## src/rtl/serial_adder_pkg.sv

```systemverilog
// Shared definitions for the bit-serial adder: FSM state encodings and default width.
package serial_adder_pkg;

  localparam int DEFAULT_WIDTH = 8;

  typedef enum logic [1:0] {
    IDLE = 2'd0,
    RUN  = 2'd1,
    DONE = 2'd2
  } state_t;

endpackage

```

## src/rtl/serial_adder_full_adder.sv

```systemverilog
// Single-bit full-adder cell used as the combinational core of the serial adder.
module serial_adder_full_adder (
  input  logic a,
  input  logic b,
  input  logic c,
  output logic sum,
  output logic carry
);

  // Classic sum/carry equations; carry propagates when exactly one of a/b is set.
  always_comb begin
    sum   = a ^ b ^ c;
    carry = (a & b) | (c & (a ^ b));
  end

endmodule

```

## src/rtl/serial_adder.sv

```systemverilog
// Bit-serial WIDTH-bit adder: loads operands and carry-in, then feeds one bit
// pair per clock (LSB first) through a single full-adder cell.
module serial_adder
  import serial_adder_pkg::*;
#(
  parameter int WIDTH = DEFAULT_WIDTH
) (
  input  logic             clk,
  input  logic             rst,
  input  logic             start,
  input  logic [WIDTH-1:0] a_in,
  input  logic [WIDTH-1:0] b_in,
  input  logic             cin,
  output logic             busy,
  output logic             done,
  output logic [WIDTH-1:0] sum_out,
  output logic             cout
);

  localparam int CW = $clog2(WIDTH);

  state_t           state_reg;
  state_t           state_next;
  logic [WIDTH-1:0] a_sr_reg;
  logic [WIDTH-1:0] b_sr_reg;
  logic [WIDTH-1:0] sum_sr_reg;
  logic [CW-1:0]    cnt_reg;
  logic             carry_reg;
  logic             cell_sum;
  logic             cell_carry;
  logic             last_bit;

  // The cell always sees the current LSBs and the stored carry.
  serial_adder_full_adder u_cell (
    .a     (a_sr_reg[0]),
    .b     (b_sr_reg[0]),
    .c     (carry_reg),
    .sum   (cell_sum),
    .carry (cell_carry)
  );

  assign last_bit = (cnt_reg == CW'(WIDTH - 1));

  // State register.
  always_ff @(posedge clk) begin
    if (rst) begin
      state_reg <= IDLE;
    end else begin
      state_reg <= state_next;
    end
  end

  // Next-state logic; the unused encoding falls back to IDLE.
  always_comb begin
    state_next = IDLE;
    case (state_reg)
      IDLE:    state_next = start ? RUN : IDLE;
      RUN:     state_next = last_bit ? DONE : RUN;
      DONE:    state_next = IDLE;
      default: state_next = IDLE;
    endcase
  end

  // Status outputs decoded straight from the state.
  always_comb begin
    busy = (state_reg == RUN);
    done = (state_reg == DONE);
  end

  // Datapath: operand/sum shift registers, carry flop, bit counter and result.
  always_ff @(posedge clk) begin
    if (rst) begin
      a_sr_reg   <= '0;
      b_sr_reg   <= '0;
      sum_sr_reg <= '0;
      cnt_reg    <= '0;
      carry_reg  <= 1'b0;
      sum_out    <= '0;
      cout       <= 1'b0;
    end else begin
      case (state_reg)
        IDLE: begin
          if (start) begin
            a_sr_reg   <= a_in;
            b_sr_reg   <= b_in;
            carry_reg  <= cin;
            cnt_reg    <= '0;
            sum_sr_reg <= '0;
          end
        end
        RUN: begin
          a_sr_reg   <= {1'b0, a_sr_reg[WIDTH-1:1]};
          b_sr_reg   <= {1'b0, b_sr_reg[WIDTH-1:1]};
          sum_sr_reg <= {cell_sum, sum_sr_reg[WIDTH-1:1]};
          carry_reg  <= cell_carry;
          if (last_bit) begin
            // Publish the result including the bit being added on this edge.
            sum_out <= {cell_sum, sum_sr_reg[WIDTH-1:1]};
            cout    <= cell_carry;
          end else begin
            cnt_reg <= cnt_reg + 1'b1;
          end
        end
        default: begin
        end
      endcase
    end
  end

endmodule
```

## config.mk

```make
export PLATFORM = sky130hd
export DESIGN_NAME = serial_adder
export DESIGN_NICKNAME = d
export VERILOG_FILES = /design/src/rtl/serial_adder_pkg.sv /design/src/rtl/serial_adder_full_adder.sv /design/src/rtl/serial_adder.sv
export SDC_FILE = /design/constraint.sdc
export NUM_CORES = 1
export LEC_CHECK = 0
export ABC_CLOCK_PERIOD_IN_PS = 2000
export CAP_MARGIN = 25
export CORE_UTILIZATION = 51
export DETAILED_ROUTE_END_ITERATION = 16
export PLACE_DENSITY = 0.78
export SLEW_MARGIN = 20
export SYNTH_ARGS = -nofsm -noshare
export SYNTH_HDL_FRONTEND = slang
export SYNTH_HIERARCHICAL = 1
export SYNTH_SLANG_ARGS = --single-unit
```

## constraint.sdc

```tcl
create_clock -name clk -period 2 [get_ports clk]
set_clock_uncertainty 0.2 [all_clocks]
set_input_delay 0.5 -clock clk [delete_from_list [all_inputs] [get_ports clk]]
set_output_delay 0.5 -clock clk [all_outputs]
set_load 0.03 [all_outputs]
```

; Word level (Yosys, flattened, before mapping)
; Index checks and enable logic that the tools add are counted.
[word_totals]
reg_bits = 39
input_bits = 20
out_inout_bits = 11
word_cells = 38
[op_classes]
add_sub_neg = 1
eq_ne = 5
n_mux = 14
bitwise_logic = 5
n_reduce_logical = 5
[ops]
columns = op, count
row1 = one-hot mux 8 bit (2 select lines), 3
row2 = 2-to-1 mux 8 bit, 3
row3 = 2-to-1 mux 3 bit, 2
row4 = one-hot mux 3 bit (2 select lines), 1
row5 = inequality test 2 bit (second input constant), 2
row6 = one-hot mux 2 bit (2 select lines), 1
row7 = AND reduction 2 bit, 2
row8 = adder 3 x 1 -> 3 bit (second input constant), 1
row9 = equality test 3 bit (second input constant), 1
row10 = AND reduction 3 bit, 1
row11 = AND 1 bit, 2
row12 = equality test 2 x 1 -> 1 bit (second input constant), 1
row13 = equality test 2 bit (second input constant), 1
row14 = logical NOT 2 bit, 1
row15 = 2-to-1 mux 1 bit, 2
row16 = 2-to-1 mux 2 bit, 1
row17 = one-hot mux 1 bit (2 select lines), 1
row18 = nonzero test 2 bit, 1
row19 = bitwise XOR 1 bit, 2
row20 = OR 1 bit, 1

; Depth between registers and ports, before layout
[logic_depth]
ltp_word = 4
mapped_depth = 6
depth_no_buf = 5

; By module
; The synthesis kept the hierarchy.
[modules_own_cells]
columns = mod, instances, cells_each, area_per_inst_um2, seq_area_each_um2
row1 = serial_adder, 1, 165, 1620.3, 760.7
row2 = serial_adder_full_adder, 1, 1, 20.0, 0.0

; Least setup slack after synthesis
; No wires, ideal clock.
[synth_timing]
path_type = flip-flop to output port
from = register state_reg[1]
to = output port done
t_arrival_ps = 1158
required_time_ps = 1300
setup_slack_ps = 142
stages_incl_launch_ff = 4
n_path_buf = 1
cell_sequence = dfxtp_1 > inv_2 > buf_2 > nor2_1
[synth_via]
elab_chain_len = 1
[synth_rtl]
columns = element, line_no
row1 = from (decl), serial_adder.sv:22  ; state_t state_reg;
row2 = from (signal assigned), serial_adder.sv:49  ; state_reg <= state_next;
row3 = equality test 2 bit, serial_adder.sv:67  ; done = (state_reg == DONE);
row4 = to (decl), serial_adder.sv:15  ; output logic done,
; No other way between the ends.

; Final worst setup path
; Ends and elaborated chain as after synthesis.

==> flow_metrics.env <==
export IMPL_worstSetupEndpointType="output port"
export IMPL_cts_root_buf="clkbuf_4"
export IMPL_drc=0
export IMPL_utilization_pct=66.7
export IMPL_path_max_fanout=8
export IMPL_nFillCells=255
export IMPL_dp_cells=235
export IMPL_grt_pass1_wl_um=5800
export IMPL_synth_fp_nets=189
export IMPL_synth_common_cells="nor2_1, dfxtp_1, a211oi_2"
export IMPL_crit_type="register to output port"
export IMPL_cts_buffers_inserted=5
export IMPL_ys_flop_type="dfxtp_1"
export IMPL_synth_edf_count=0
export IMPL_htreeDepth=2
export IMPL_required_ns=1.30
export IMPL_synth_seq_cells=38
export IMPL_min_period_over_period_pct=96.9
export IMPL_core_um2=3050
export IMPL_synth_area_top_cells="dfxtp_1, nor2_1, a211oi_2, mux2i_1, o2bb2ai_1"
export IMPL_die_w_um=58.7
export IMPL_yosys_warnings=6
export IMPL_synthesis_area_um2=1640
export IMPL_syn_to_final_growth_pct=24.1
export IMPL_syn_avg_cell_area_um2=9.88
export IMPL_irDropWorstVdd_mv=0.481
export IMPL_fp_dieH_um=58.7
export IMPL_multi_input_area_um2=777
export IMPL_hpwl_um=2320
export IMPL_path_clk_slew_ns=0.12
export IMPL_hold_class="register to register"
export IMPL_max_freq_ghz=0.516
export IMPL_netlist_instances=166
export IMPL_firstDrtPassIters=5
export IMPL_floorplan_rows=20
export IMPL_yosysTopAreaCell="dfxtp_1"
export IMPL_slew_viol_final=0
export IMPL_finalSetupViolCount=0
export IMPL_finalWirelength_um=3450
export IMPL_numPortBuffers=30
export IMPL_drt_iter0_drc=62
export IMPL_rsz0062_at_grt="no"
export IMPL_dieArea_um2=3450
export IMPL_arrival_ns=1.24
export IMPL_globalRouteTotalUtil_pct=23.1
export IMPL_clkSinkCount=38
export IMPL_io_pins=31
export IMPL_wire_per_inst_um=14.2
export IMPL_vias=1338
export IMPL_cap_violations=0
export IMPL_layout_drive_gt1_share_pct=16.6
export IMPL_worstSetupStartpointType="register"
export IMPL_regArea_um2=761
export IMPL_placed_area_um2=1970
export IMPL_power_density_nw_per_um2=743
export IMPL_post_cts_buffers=0
export IMPL_synth_cell_types=30
export IMPL_grt_max_degree=39
export IMPL_gr_total_overflow=0
export IMPL_synthArstFlopShare_pct=0
export IMPL_fin_nets=221
export IMPL_viasPerCell=5.51
export IMPL_synth_top_area_share_pct=46.4
export IMPL_power_leakage_nw=0.871
export IMPL_status="complete, no violations"
export IMPL_ys_seq_area_share_pct=46.4
export IMPL_place_gp_congestion=0.752
export IMPL_tns_ns=0
export IMPL_fin_area_um2=2040
export IMPL_grt_pass1_vias=1307
export IMPL_synth_most_common_cell="nor2_1"
export IMPL_start_util_pct=53.7
export IMPL_p_total_w=0.00151
export IMPL_period_needed_ns=1.94
export IMPL_tightest_slew_ns=0.460
export IMPL_antenna_cells=0
export IMPL_clockBufferDepth=2
export IMPL_clock_latency_ns=0.35
export IMPL_antenna_found_initial=0
export IMPL_slew_headroom_pct=69.3
export IMPL_hold_viol_final=0
export IMPL_cts_tree="done"
export IMPL_postRouteAntennaNets=0
export IMPL_instances_no_fill=243
==> placed cells by master, fill, tap and decap left out, types with 2 or more instances in the layout <==
cell,count
a21oi_1,3
a211oi_2,10
clkbuf_4,5
a211oi_1,5
dlygate4sd2_1,9
mux2i_1,9
buf_4,9
a32oi_1,2
clkbuf_8,3
clkdlybuf4s50_1,19
o22ai_1,7
ha_1,2
o2bb2ai_1,8
dfxtp_1,38
nand2_1,3
a22oi_1,9
nor2_1,44
==> power by group <==
| part | leakage, nW | internal [W] | switching, W | total (W) |
|---|---|---|---|---|
| sequential | 0.311 | 0.000792 | 0.0000218 | 0.000814 |
| combinational | 0.515 | 0.000103 | 0.000102 | 0.000205 |
| clock | 0.0446 | 0.000240 | 0.000253 | 0.000493 |
| total | 0.871 | 0.00114 | 0.000377 | 0.00151 |
==> final timing paths <==
path | startpoint | to | slack, ns | depth (start not counted)
setup / recovery | state_reg[1]$_SDFF_PP0_ | done | 0.06 | 3
hold / removal | cnt_reg[1]$_SDFFE_PP0P_ | cnt_reg[1]$_SDFFE_PP0P_ | 0.31 | 2
setup reg to reg | cnt_reg[0]$_SDFFE_PP0P_ | cout$_SDFFE_PP0P_ | 0.31 | 6
hold reg to reg | cnt_reg[1]$_SDFFE_PP0P_ | cnt_reg[1]$_SDFFE_PP0P_ | 0.31 | 2
==> kinds of logic after synthesis <==
| kind of cell | Yosys count | share of synthesized area, % |
|---|---|---|
| simple gates | 54 | 14.1 |
| fa+ha+maj | 3 | 2.75 |
| mux | 9 | 5.49 |
| compound gates | 47 | 25.0 |
| flops | 38 | 46.4 |
| buf+inv | 15 | 6.25 |
==> area by class of cell <==
class / count / share of cell area, %
sequential: 38 / 37.4
tap: 44 / 2.70
clock buffer: 8 / 3.87
timing repair buffer: 38 / 17.5
inverter: 2 / 0.369
multi-input combinational: 113 / 38.2
==> repair_timing <==
item | in CTS | in global routing
endpoints found under the setup margin | 9 | 0
gates resized for setup | 9 | 0
hold buffers | 0 | 0
==> worst max-delay path: stages (launching register included) <==
cell,delay (ns)
dfxtp_1,0.51
inv_2,0.06
nor2_1,0.14
buf_4,0.18
==> through the flow <==
step,setup WS (ns),hold WS (ns)
floorplan,0.142,0.248
global placement,0.0489,0.263
detailed placement,-0.0718,0.282
CTS,0.0415,0.299
global route,0.00170,0.342
finish,0.0611,0.307
==> per-layer routing <==
metal | global-route usage [%] | vias up | part of all wire, %
met5 | 0 | - | 0
met3 | 7.69 | 6 | 4.6
met4 | 11.2 | 0 | 1.8
li1 | - | 658 | -
met1 | 26.9 | 638 | 44
met2 | 38.3 | 36 | 49
Power figures use the tool's default switching activity.
